==> config.mk <==
export PLATFORM = sky130hd
export DESIGN_NAME = mul_seq_ctrl
export DESIGN_NICKNAME = d
export VERILOG_FILES = /design/src/rtl/mul_seq_ctrl.sv
export SDC_FILE = /design/constraint.sdc
export NUM_CORES = 1
export LEC_CHECK = 0
export ABC_AREA = 1
export CELL_PAD_IN_SITES_DETAIL_PLACEMENT = 2
export CELL_PAD_IN_SITES_GLOBAL_PLACEMENT = 2
export CORE_UTILIZATION = 28
export CTS_CLUSTER_DIAMETER = 150
export DETAILED_ROUTE_END_ITERATION = 6
export PLACE_DENSITY = 0.82
export SLEW_MARGIN = 20
export SYNTH_ARGS = -nofsm -noshare
export SYNTH_HDL_FRONTEND = slang
export SYNTH_SLANG_ARGS = --single-unit
==> constraint.sdc <==
create_clock -name clk -period 2.6 [get_ports clk]
set_clock_uncertainty 0.15 [all_clocks]
set_input_delay 0.52 -clock clk [delete_from_list [all_inputs] [get_ports clk]]
set_output_delay 0.52 -clock clk [all_outputs]
set_load 0.01 [all_outputs]
==> src/rtl/mul_seq_ctrl.sv <==
// Sequential signed multiplier controller: shift-add over a shared external add/sub ALU.
// Operand magnitudes are multiplied unsigned, then the sign is applied once at the end.
module mul_seq_ctrl #(
  parameter int W = 8
) (
  input  logic           clk,
  input  logic           rst,
  input  logic           start,
  input  logic [W-1:0]   x,
  input  logic [W-1:0]   y,
  output logic [W-1:0]   alu_a,
  output logic [W-1:0]   alu_b,
  output logic           alu_sub,
  output logic           alu_req,
  input  logic [W-1:0]   alu_sum,
  input  logic           alu_c,
  output logic           busy,
  output logic           done,
  output logic [2*W-1:0] prod,
  output logic [1:0]     fsm_state
);

  // Handshake: start is accepted only at an edge where busy=0 (IDLE); x/y are
  // captured at that edge. done pulses for one cycle with prod valid, and prod
  // holds until the next accepted start. There is no backpressure or queuing.

  localparam int CW = $clog2(W + 1);

  typedef enum logic [1:0] {
    S_IDLE = 2'd0,
    S_MUL  = 2'd1,
    S_SIGN = 2'd2,
    S_DONE = 2'd3
  } state_t;

  state_t state, state_nx;

  logic [W-1:0]   m_r;
  logic [W-1:0]   q_r;
  logic [W-1:0]   p_hi;
  logic [CW-1:0]  cnt;
  logic           neg;
  logic [W-1:0]   x_mag;
  logic [W-1:0]   y_mag;
  logic           last_step;
  logic [2*W-1:0] mag_prod;

  // The most negative value maps onto 2^(W-1), which still fits as unsigned.
  assign x_mag     = x[W-1] ? ((~x) + W'(1)) : x;
  assign y_mag     = y[W-1] ? ((~y) + W'(1)) : y;
  assign last_step = (cnt == CW'(W - 1));
  assign mag_prod  = {p_hi, q_r};

  always_ff @(posedge clk) begin
    if (!rst) begin
      state <= S_IDLE;
    end else begin
      state <= state_nx;
    end
  end

  always_comb begin
    state_nx = state;
    case (state)
      S_IDLE: if (start) state_nx = S_MUL;
      S_MUL:  if (last_step) state_nx = S_SIGN;
      S_SIGN: state_nx = S_DONE;
      S_DONE: state_nx = S_IDLE;
      default: state_nx = S_IDLE;
    endcase
  end

  always_comb begin
    alu_req   = 1'b0;
    alu_sub   = 1'b0;
    alu_a     = '0;
    alu_b     = '0;
    busy      = (state != S_IDLE);
    done      = (state == S_DONE);
    fsm_state = state;
    if (state == S_MUL) begin
      alu_req = 1'b1;
      alu_a   = p_hi;
      alu_b   = q_r[0] ? m_r : '0;
    end
  end

  always_ff @(posedge clk) begin
    if (!rst) begin
      m_r  <= '0;
      q_r  <= '0;
      p_hi <= '0;
      cnt  <= '0;
      neg  <= 1'b0;
      prod <= '0;
    end else begin
      case (state)
        S_IDLE: begin
          if (start) begin
            m_r  <= x_mag;
            q_r  <= y_mag;
            neg  <= x[W-1] ^ y[W-1];
            p_hi <= '0;
            cnt  <= '0;
          end
        end
        S_MUL: begin
          // Carry-out becomes the new top bit; the consumed multiplier bit drops off.
          {p_hi, q_r} <= {alu_c, alu_sum, q_r[W-1:1]};
          cnt         <= cnt + CW'(1);
        end
        S_SIGN: begin
          prod <= neg ? ((~mag_prod) + (2*W)'(1)) : mag_prod;
        end
        default: begin
        end
      endcase
    end
  end

endmodule

Word-level counts from Yosys, hierarchy flattened
Cells that the tools add are included.
- bits of input ports: 28
- flip-flop bits (word level): 47
- word-level logic and storage cells: 43
- reductions and logical operators: 6
- add/sub/neg operators: 4
- equality and inequality tests: 6
- muxes and demuxes: 16
- bitwise operators: 4
- operator list (operator ; count):
    two-way mux 8 bit ; 7
    case mux 8 bit (2 select lines) ; 2
    adder 16 x 1 -> 16 bit, second input constant ; 1
    adder 8 x 1 -> 8 bit, second input constant ; 2
    two-way mux 16 bit ; 1
    NOT 16 bit ; 1
    NOT 8 bit ; 2
    case mux 2 bit (4 select lines) ; 1
    case mux 4 bit (2 select lines) ; 1
    AND reduction 2 bit ; 3
    adder 4 x 1 -> 4 bit, second input constant ; 1
    equality test 2 bit, second input constant ; 2
    equality test 4 x 3 -> 1 bit, second input constant ; 1
    two-way mux 2 bit ; 2
    two-way mux 4 bit ; 1
    != test 2 bit, second input constant ; 2
    nonzero test 2 bit ; 2
    equality test 2 x 1 -> 1 bit, second input constant ; 1
    zero test 2 bit ; 1
    two-way mux 1 bit ; 1
    bitwise XOR 1 bit ; 1

Longest topological paths before layout
Gate-level depths: netlist of the first run.
- word-level depth: 5
- gate-level depth with buffers: 10

Worst setup path after synthesis of the first run
OpenSTA, ideal clock, no wires.
- path type: reg-to-output
- start: register state[1] (netlist: fsm_state[1])
- end: output port alu_a[0]
- path slack: 0.671 ns
- stages on the path, launching flop included: 7
- data arrival time: 1.259 ns
- data required time: 1.930 ns
- cells stage by stage: dfxtp_1 > inv_1 > ha_1 > buf_6 > clkbuf_1 > nand2_1 > inv_1
- word-level cells in the longest chain between the ends: 2
- RTL lines (item ; line ; source):
    from (decl) ; 36 ; state_t state, state_nx;
    from (signal assigned) ; 58 ; state <= state_nx;
    equality test 2 x 1 -> 1 bit ; 81 ; if (state == S_MUL) begin
    two-way mux 8 bit ; 81 ;
    to (decl) ; 11 ; output logic [W-1:0] alu_a,
Every way passes these cells.

Final worst setup path of the first run
- start: register state[1] (netlist: fsm_state[1])
- end: output port alu_a[1]
The elaborated chain is that of the path after synthesis.

==> results of run 1 <==
## flip-flops by register name (all words and copies together) (netlist names)
register and count:
prod 16, m_r 8, p_hi 8, q_r 8, cnt 4, fsm_state 2, neg 1
## worst paths after layout
| path | startpoint | endpoint | slack (ns) | cells after the start |
|---|---|---|---|---|
| setup / recovery | fsm_state[1] | alu_a[1] | 0.11 | 6 |
| hold / removal | m_r[0] | m_r[0] | 0.34 | 2 |
| setup reg to reg | fsm_state[1] | q_r[6] | 0.51 | 9 |
| hold reg to reg | m_r[0] | m_r[0] | 0.34 | 2 |
## final cells by class
class / count / area [µm²]
Inverter: 58 / 220
Multi-Input combinational cell: 277 / 1390
Fill cell: 1117 / 5730
Clock buffer: 6 / 72.6
Tap cell: 111 / 139
Clock inverter: 2 / 12.5
Sequential cell: 47 / 941
Timing Repair Buffer: 71 / 697
## repair_timing
item	CTS	global route
gates resized for setup	1	2
gates cloned	0	0
endpoints found under the hold margin	0	0
hold buffers	0	0
endpoints found under the setup margin	6	1
## routing by layer
metal  global-route usage (%)  share of wire, %  up-vias
met5                        0                 0        -
met2                     32.4                50       42
met3                     2.62               2.1        8
met4                     3.79              0.96        0
li1                         -                 -     1400
met1                     22.8                47     1361
## power by group through the flow
| stage | logic, mW | clock network, mW | registers (mW) |
|---|---|---|---|
| after floorplan | 0.959 | 0 | 1.11 |
| after global placement | 1.50 | 0 | 1.11 |
| after detailed placement | 1.57 | 0 | 1.12 |
| after CTS | 1.58 | 0.474 | 1.11 |
| after global routing | 1.76 | 0.495 | 1.14 |
| final | 1.56 | 0.458 | 1.10 |
## through the flow
step	util, %	hold slack [ns]	area, µm²	setup WS (ns)
2_1_floorplan	-	0.280	2630	0.671
3_3_place_gp	36.7	0.305	3380	0.413
3_5_place_dp	36.7	0.319	3380	0.322
4_1_cts	37.7	0.337	3460	0.0195
5_1_grt	37.7	0.363	3470	0.0164
6_report	37.7	0.335	3470	0.105
## layout by cell type (no fill, tap or decap), types with 2 or more instances in the layout
cell type and n:
sky130_fd_sc_hd__clkdlybuf4s50_1 64, sky130_fd_sc_hd__o21ai_1 2, sky130_fd_sc_hd__nand4_1 4, sky130_fd_sc_hd__or2_2 2, sky130_fd_sc_hd__a21oi_1 39, sky130_fd_sc_hd__xor2_1 8, sky130_fd_sc_hd__a21oi_2 4, sky130_fd_sc_hd__xnor2_1 2
sky130_fd_sc_hd__nand3_1 22, sky130_fd_sc_hd__nor3_1 4, sky130_fd_sc_hd__clkbuf_8 5, sky130_fd_sc_hd__nand2_2 2, sky130_fd_sc_hd__buf_4 6, sky130_fd_sc_hd__a31oi_1 3, sky130_fd_sc_hd__o211ai_1 7, sky130_fd_sc_hd__inv_1 55
sky130_fd_sc_hd__o21ai_0 32, sky130_fd_sc_hd__nor2_1 43, sky130_fd_sc_hd__dfxtp_1 47, sky130_fd_sc_hd__and3_1 2, sky130_fd_sc_hd__ha_1 7, sky130_fd_sc_hd__nand2_1 88
## cell usage after synthesis, drive strengths merged, types with 2 or more instances
library cell  instances
ha                    8
nand3                22
clkbuf                9
and3                  2
o21ai                35
a21oi                43
inv                  57
a31oi                 3
nand4                 4
nor3                  4
xor2                  8
nand2                90
or2                   2
nor2                 43
xnor2                 2
dfxtp                47
o211ai                7
buf                   8
## worst reg2reg max path, stage by stage (launching register included)
cell and delay (ns):
sky130_fd_sc_hd__dfxtp_1 0.35, sky130_fd_sc_hd__inv_1 0.11, sky130_fd_sc_hd__ha_2 0.22, sky130_fd_sc_hd__buf_6 0.18, sky130_fd_sc_hd__inv_4 0.09, sky130_fd_sc_hd__o21ai_4 0.25
sky130_fd_sc_hd__inv_2 0.24, sky130_fd_sc_hd__a21oi_2 0.18, sky130_fd_sc_hd__o21ai_1 0.13, sky130_fd_sc_hd__a21oi_2 0.13
## logic make-up (layout without fill, tap and decap cells)
group | Yosys count | in the layout | synth area share (%)
fa+ha+maj | 8 | 8 | 3.80
flops | 47 | 47 | 35.7
buf+inv | 75 | 137 | 11.7
other cells | 1 | 1 | 0.142
simple gates | 168 | 168 | 26.1
compound gates | 90 | 90 | 19.1
xor+xnor | 10 | 10 | 3.33
==> metrics.log, run 1 <==
INFO  metric grt_remaining_overflow = 0
INFO  metric synth_edf_count = 0
INFO  metric detailed_place_hpwl = 6490 µm
INFO  metric crit_chain = inv_1 > ha_2 > buf_4 > nand2_1 > inv_1 > clkdlybuf4s50_1
INFO  metric timing_worst_slew_pin_value = 0.499 ns
INFO  metric grt_pass1_vias = 2925
INFO  metric synthesis.area_per_instance = 6.60 µm²
INFO  metric powerDensity = 900 nW/µm²
INFO  metric numClockSinks = 47
INFO  metric clockPowerShare = 14.7%
INFO  metric instances_no_fill = 572
INFO  metric gr_util_all_layers = 18.1%
INFO  metric fp.coreArea = 9200 µm²
INFO  metric post_drt_via_cell_ratio = 4.91
INFO  metric power_frac_comb = 50.0%
INFO  metric gp_congestion = 0.799
INFO  metric first_pass_grt_wire_length = 14200 µm
INFO  metric cts_tree = yes
INFO  metric synth.area.top_cells = sky130_fd_sc_hd__dfxtp_1, sky130_fd_sc_hd__nand2_1, sky130_fd_sc_hd__inv_1, sky130_fd_sc_hd__a21oi_1, sky130_fd_sc_hd__nor2_1
INFO  metric antenna_found_initial = 0
INFO  metric first_pass_iters = 4
INFO  metric io_pins = 66
INFO  metric yosysUniqueCellTypes = 31
INFO  metric synth_async_sr_flop_share = 0%
INFO  metric place_inst = 564
INFO  metric reported_net_switching_power = 1.37 mW
INFO  metric critical_path_buf_inv_count = 4
INFO  metric max_cap_viols = 0
INFO  metric crit_slowest_cell = sky130_fd_sc_hd__clkdlybuf4s50_1
INFO  metric unrepaired_setup_endpoints_after_global_routing = false
INFO  metric syn2layout_area_growth = 31.8%
INFO  metric hold_path.class = flip-flop to flip-flop
INFO  metric synth_ff_type = sky130_fd_sc_hd__dfxtp_1
INFO  metric critical_path.top_delay_family = buffers and inverters
INFO  metric grt_start_max_net_pins = 34
INFO  metric num_antenna_cells = 0
INFO  metric start_util = 28.6%
INFO  metric worst-setup-path-type = flip-flop to output port
INFO  metric seqPwrFrac = 35.3%
INFO  metric power.ir.vdd_worst = 0.371 mV
INFO  metric drive_above_1_share = 5.64%
INFO  metric design_power_total = 3.12 mW
INFO  metric drc = 0
INFO  metric yosysTopAreaCellShare = 35.7%
INFO  metric floorplan.die_area = 9800 µm²
INFO  metric avgRoutedWirePerCell = 14.8 µm
INFO  metric cts_buffers = 5
INFO  metric final-setup-viol-count = 0
INFO  metric cp_max_fo = 8
INFO  metric cts-htree-levels = 2
INFO  metric placement.io_buffers = 64
INFO  metric max_clock_freq = 401 MHz
INFO  metric drt-total-wl = 8460 µm
INFO  metric setup.worst_path.end_class = output port
INFO  metric post-cts-setup-buffer-count = 0
INFO  metric total_leakage_power = 1.49 nW
INFO  metric synthCells = 399
INFO  metric synth.yosys.warnings = 0
INFO  metric drtAntennaViolNets = 0
INFO  metric die_y = 99.0 µm
INFO  metric relSlewSlack = 66.7%
INFO  metric post-route-period-util = 95.9%
INFO  metric setup-tns-final = 0 ns
INFO  metric cp_common_cell = sky130_fd_sc_hd__inv_1
INFO  metric ys_seq_area_share = 35.7%
INFO  metric finalNetCount = 496
INFO  metric power_report.internal_total = 1.75 mW
INFO  metric netlist_area = 2630 µm²
INFO  metric fin_crit = 2.49 ns
INFO  metric clock-root-buffer = sky130_fd_sc_hd__clkbuf_8
INFO  metric die_width = 99.0 µm
INFO  metric timing.final.max_slew_violations = 0
INFO  metric timing.critical_path.arrival = 1.82 ns
INFO  metric mappedNetlistNets = 435
INFO  metric finalHoldViolations = 0
INFO  metric postSynthRegisterBits = 47
INFO  metric insertion_delay = 0.31 ns
INFO  metric cp.required = 1.93 ns
INFO  metric critPathMaxStageDelay = 0.53 ns
INFO  metric cts_buffer_depth = 2
INFO  metric outcome = completed
INFO  metric worstSetupStartpointType = flip-flop
INFO  metric initialDrtViolationCount = 71
INFO  metric power.switching_fraction = 44.0%
INFO  metric rows = 35
INFO  metric route.vias.total = 2811
INFO  metric clk_pin_slew = 0.10 ns
INFO  metric post-synth-top-area-cell = sky130_fd_sc_hd__dfxtp_1
Note: power is estimated with default switching activity, not from simulation.
==> inputs of run 2 (changes only) <==
--- a/config.mk
+++ b/config.mk
@@ -11,7 +11,7 @@
 export CORE_UTILIZATION = 28
 export CTS_CLUSTER_DIAMETER = 150
 export DETAILED_ROUTE_END_ITERATION = 6
-export PLACE_DENSITY = 0.82
+export PLACE_DENSITY = 0.86
 export SLEW_MARGIN = 20
 export SYNTH_ARGS = -nofsm -noshare
 export SYNTH_HDL_FRONTEND = slang
==> run 2 against run 1 <==
Non-clock buffer count is the same. Count of clock-buffer cells in the layout increased by 1. Die area stayed put. Routed wire length rose by 2.1%. Flip-flop and latch count stayed put. Sequential power about the same. Fmax grew 0.65%. Clock power rose by 6.1%.
==> metrics.log, run 2 (same netlist as run 1, synthesis figures left out) <==
INFO  metric total_leakage_power = 1.50 nW (was 1.49 nW)
INFO  metric clock-root-buffer = sky130_fd_sc_hd__clkbuf_8 (unchanged)
INFO  metric worstSetupStartpointType = flip-flop (unchanged)
INFO  metric placement.io_buffers = 64 (unchanged)
INFO  metric antenna_found_initial = 0 (unchanged)
INFO  metric start_util = 28.6% (unchanged)
INFO  metric crit_slowest_cell = sky130_fd_sc_hd__clkdlybuf4s50_1 (unchanged)
INFO  metric gp_congestion = 0.795 (was 0.799)
INFO  metric reg2regPathDepth = 7 (was 9)
INFO  metric max_clock_freq = 403 MHz (was 401 MHz)
INFO  metric critPathMaxStageDelay = 0.53 ns (about the same)
INFO  metric first_pass_iters = 4 (unchanged)
INFO  metric cts_buffer_depth = 2 (unchanged)
INFO  metric drtAntennaViolNets = 0 (unchanged)
INFO  metric drc = 0 (unchanged)
INFO  metric die_width = 99.0 µm (unchanged)
INFO  metric rr_endpoint = q_r[6] (unchanged)
INFO  metric powerDensity = 907 nW/µm² (was 900 nW/µm²)
INFO  metric finalHoldViolations = 0 (unchanged)
INFO  metric grt_start_max_net_pins = 34 (unchanged)
INFO  metric drt-total-wl = 8640 µm (was 8460 µm)
INFO  metric relSlewSlack = 64.6% (was 66.7%)
INFO  metric timing_worst_slew_pin_value = 0.530 ns (was 0.499 ns)
INFO  metric post-cts-setup-buffer-count = 0 (unchanged)
INFO  metric initialDrtViolationCount = 62 (was 71)
INFO  metric whs_path_depth = 2 (unchanged)
INFO  metric first_pass_grt_wire_length = 14700 µm (was 14200 µm)
INFO  metric drive_above_1_share = 5.86% (was 5.64%)
INFO  metric cp.required = 1.93 ns (about the same)
INFO  metric cp_max_fo = 19 (was 8)
INFO  metric insertion_delay = 0.31 ns (about the same)
INFO  metric timing.critical_path.arrival = 1.81 ns (was 1.82 ns)
INFO  metric gr_util_all_layers = 18.7% (was 18.1%)
INFO  metric worst-setup-path-type = flip-flop to output port (unchanged)
INFO  metric io_pins = 66 (unchanged)
INFO  metric rows = 35 (unchanged)
INFO  metric mostFrequentLayoutCells = sky130_fd_sc_hd__nand2_1, sky130_fd_sc_hd__clkdlybuf4s50_1, sky130_fd_sc_hd__inv_1 (unchanged)
INFO  metric cts-htree-levels = 2 (unchanged)
INFO  metric floorplan.die_area = 9800 µm² (unchanged)
INFO  metric cts_buffers = 5 (unchanged)
INFO  metric route.vias.total = 2813 (was 2811)
INFO  metric num_antenna_cells = 0 (unchanged)
INFO  metric post-route-period-util = 95.3% (was 95.9%)
INFO  metric detailed_place_hpwl = 6640 µm (was 6490 µm)
INFO  metric r2r_slack = 0.58 ns (was 0.51 ns)
INFO  metric leading_cell_type_in_the_layout_fill_and_taps_excluded = sky130_fd_sc_hd__nand2_1 (unchanged)
INFO  metric die_y = 99.0 µm (unchanged)
INFO  metric timing.final.max_slew_violations = 0 (unchanged)
INFO  metric power.ir.vdd_worst = 0.322 mV (was 0.371 mV)
INFO  metric post_drt_via_cell_ratio = 4.92 (was 4.91)
INFO  metric timing.critical_path.to = alu_a[6] (was alu_a[1])
INFO  metric crit_chain = ha_4 > buf_12 > nand2_1 > inv_1 > clkdlybuf4s50_1 (was inv_1 > ha_2 > buf_4 > nand2_1 > inv_1 > clkdlybuf4s50_1)
INFO  metric worst_setup_path_startpoint = fsm_state[0] (was fsm_state[1])
INFO  metric finalNetCount = 496 (unchanged)
INFO  metric worst_r2r_startpoint = fsm_state[0] (was fsm_state[1])
INFO  metric avgRoutedWirePerCell = 15.1 µm (was 14.8 µm)
INFO  metric fin_crit = 2.48 ns (was 2.49 ns)
INFO  metric nFillCells = 1155 (was 1117)
INFO  metric grt_pass1_vias = 3141 (was 2925)
INFO  metric syn2layout_area_growth = 32.9% (was 31.8%)
INFO  metric fp.coreArea = 9200 µm² (unchanged)
INFO  metric setup.worst_path.end_class = output port (unchanged)
INFO  metric regMostFlops = prod (unchanged)
INFO  metric largest_reg_flops = 16 (unchanged)
INFO  metric setup-tns-final = 0 ns (unchanged)
INFO  metric max_cap_viols = 0 (unchanged)
INFO  metric grt_remaining_overflow = 0 (unchanged)
INFO  metric holdBufCountCts = 0 (unchanged)
INFO  metric numClockSinks = 47 (unchanged)
INFO  metric clk_pin_slew = 0.10 ns (about the same)
INFO  metric cts_tree = yes (unchanged)
INFO  metric unrepaired_setup_endpoints_after_global_routing = false (unchanged)
INFO  metric outcome = completed (unchanged)
INFO  metric hold_path.class = flip-flop to flip-flop (unchanged)
INFO  metric final-setup-viol-count = 0 (unchanged)
INFO  metric design_power_total = 3.17 mW (was 3.12 mW)
==> run 2: timing repair <==
action	4_1_cts	5_1_grt
endpoints found under the setup margin	1	16
hold endpoints to repair	0	0
resized for setup	1	6
==> run 2: worst min-delay path by stage <==
| stage | start | endpoint | slack (ns) |
|---|---|---|---|
| finish | m_r[0] | m_r[0] | 0.33 |
| global route | m_r[0] | m_r[0] | 0.36 |
| CTS | m_r[0] | m_r[0] | 0.32 |
| detailed placement | m_r[0] | m_r[0] | 0.31 |
| global placement | m_r[0] | m_r[0] | 0.30 |
| floorplan | m_r[0] | m_r[0] | 0.28 |
==> run 2: report_power, final <==
| part | total, mW | switching, mW | internal (mW) |
|---|---|---|---|
| clock | 0.486 | 0.267 | 0.219 |
| combinational | 1.58 | 0.932 | 0.645 |
| sequential | 1.11 | 0.183 | 0.928 |
| total | 3.17 | 1.38 | 1.79 |
==> run 2: routing by layer <==
metal	part of all wire [%]	track usage, %
met2	49	33.3
met4	2.4	7.58
met1	46	22.6
met5	0	0
met3	2.7	2.55
==> run 2: per-stage QoR <==
stage	std cells	worst slack [ns]	hold slack [ns]	util, %	instance area [µm²]
after floorplan	399	0.671	0.280	-	2630
after global placement	564	0.433	0.298	36.7	3380
after detailed placement	564	0.336	0.309	36.7	3380
after CTS	572	-0.0122	0.324	37.8	3480
after global routing	572	0.0332	0.357	38.1	3500
final	572	0.122	0.325	38.1	3500
==> run 2: layout make-up <==
class                      count  area (µm²)  area share, %
multi-input combinational    277        1400           40.0
timing repair buffer          71         706           20.2
clock buffer                   7        86.3           2.47
clock inverter                 1        8.76          0.250
sequential                    47         941           26.9
inverter                      58         220           6.29
tap                          111         139           3.97
==> run 2: critical path: cells and delay by family (launching register included) <==
kind,cells,cell delay [ns]
adder cells (fa/ha/maj),1,0.19
buffers and inverters,3,0.77
flip-flops,1,0.44
AND/OR/NAND/NOR,1,0.08
==> inputs of run 3 (changes only) <==
--- a/config.mk
+++ b/config.mk
@@ -16,3 +16,4 @@
 export SYNTH_ARGS = -nofsm -noshare
 export SYNTH_HDL_FRONTEND = slang
 export SYNTH_SLANG_ARGS = --single-unit
+export TNS_END_PERCENT = 30
==> results of run 3 <==
Same layout as run 2: the final DEF is identical, and so are final timing and power.
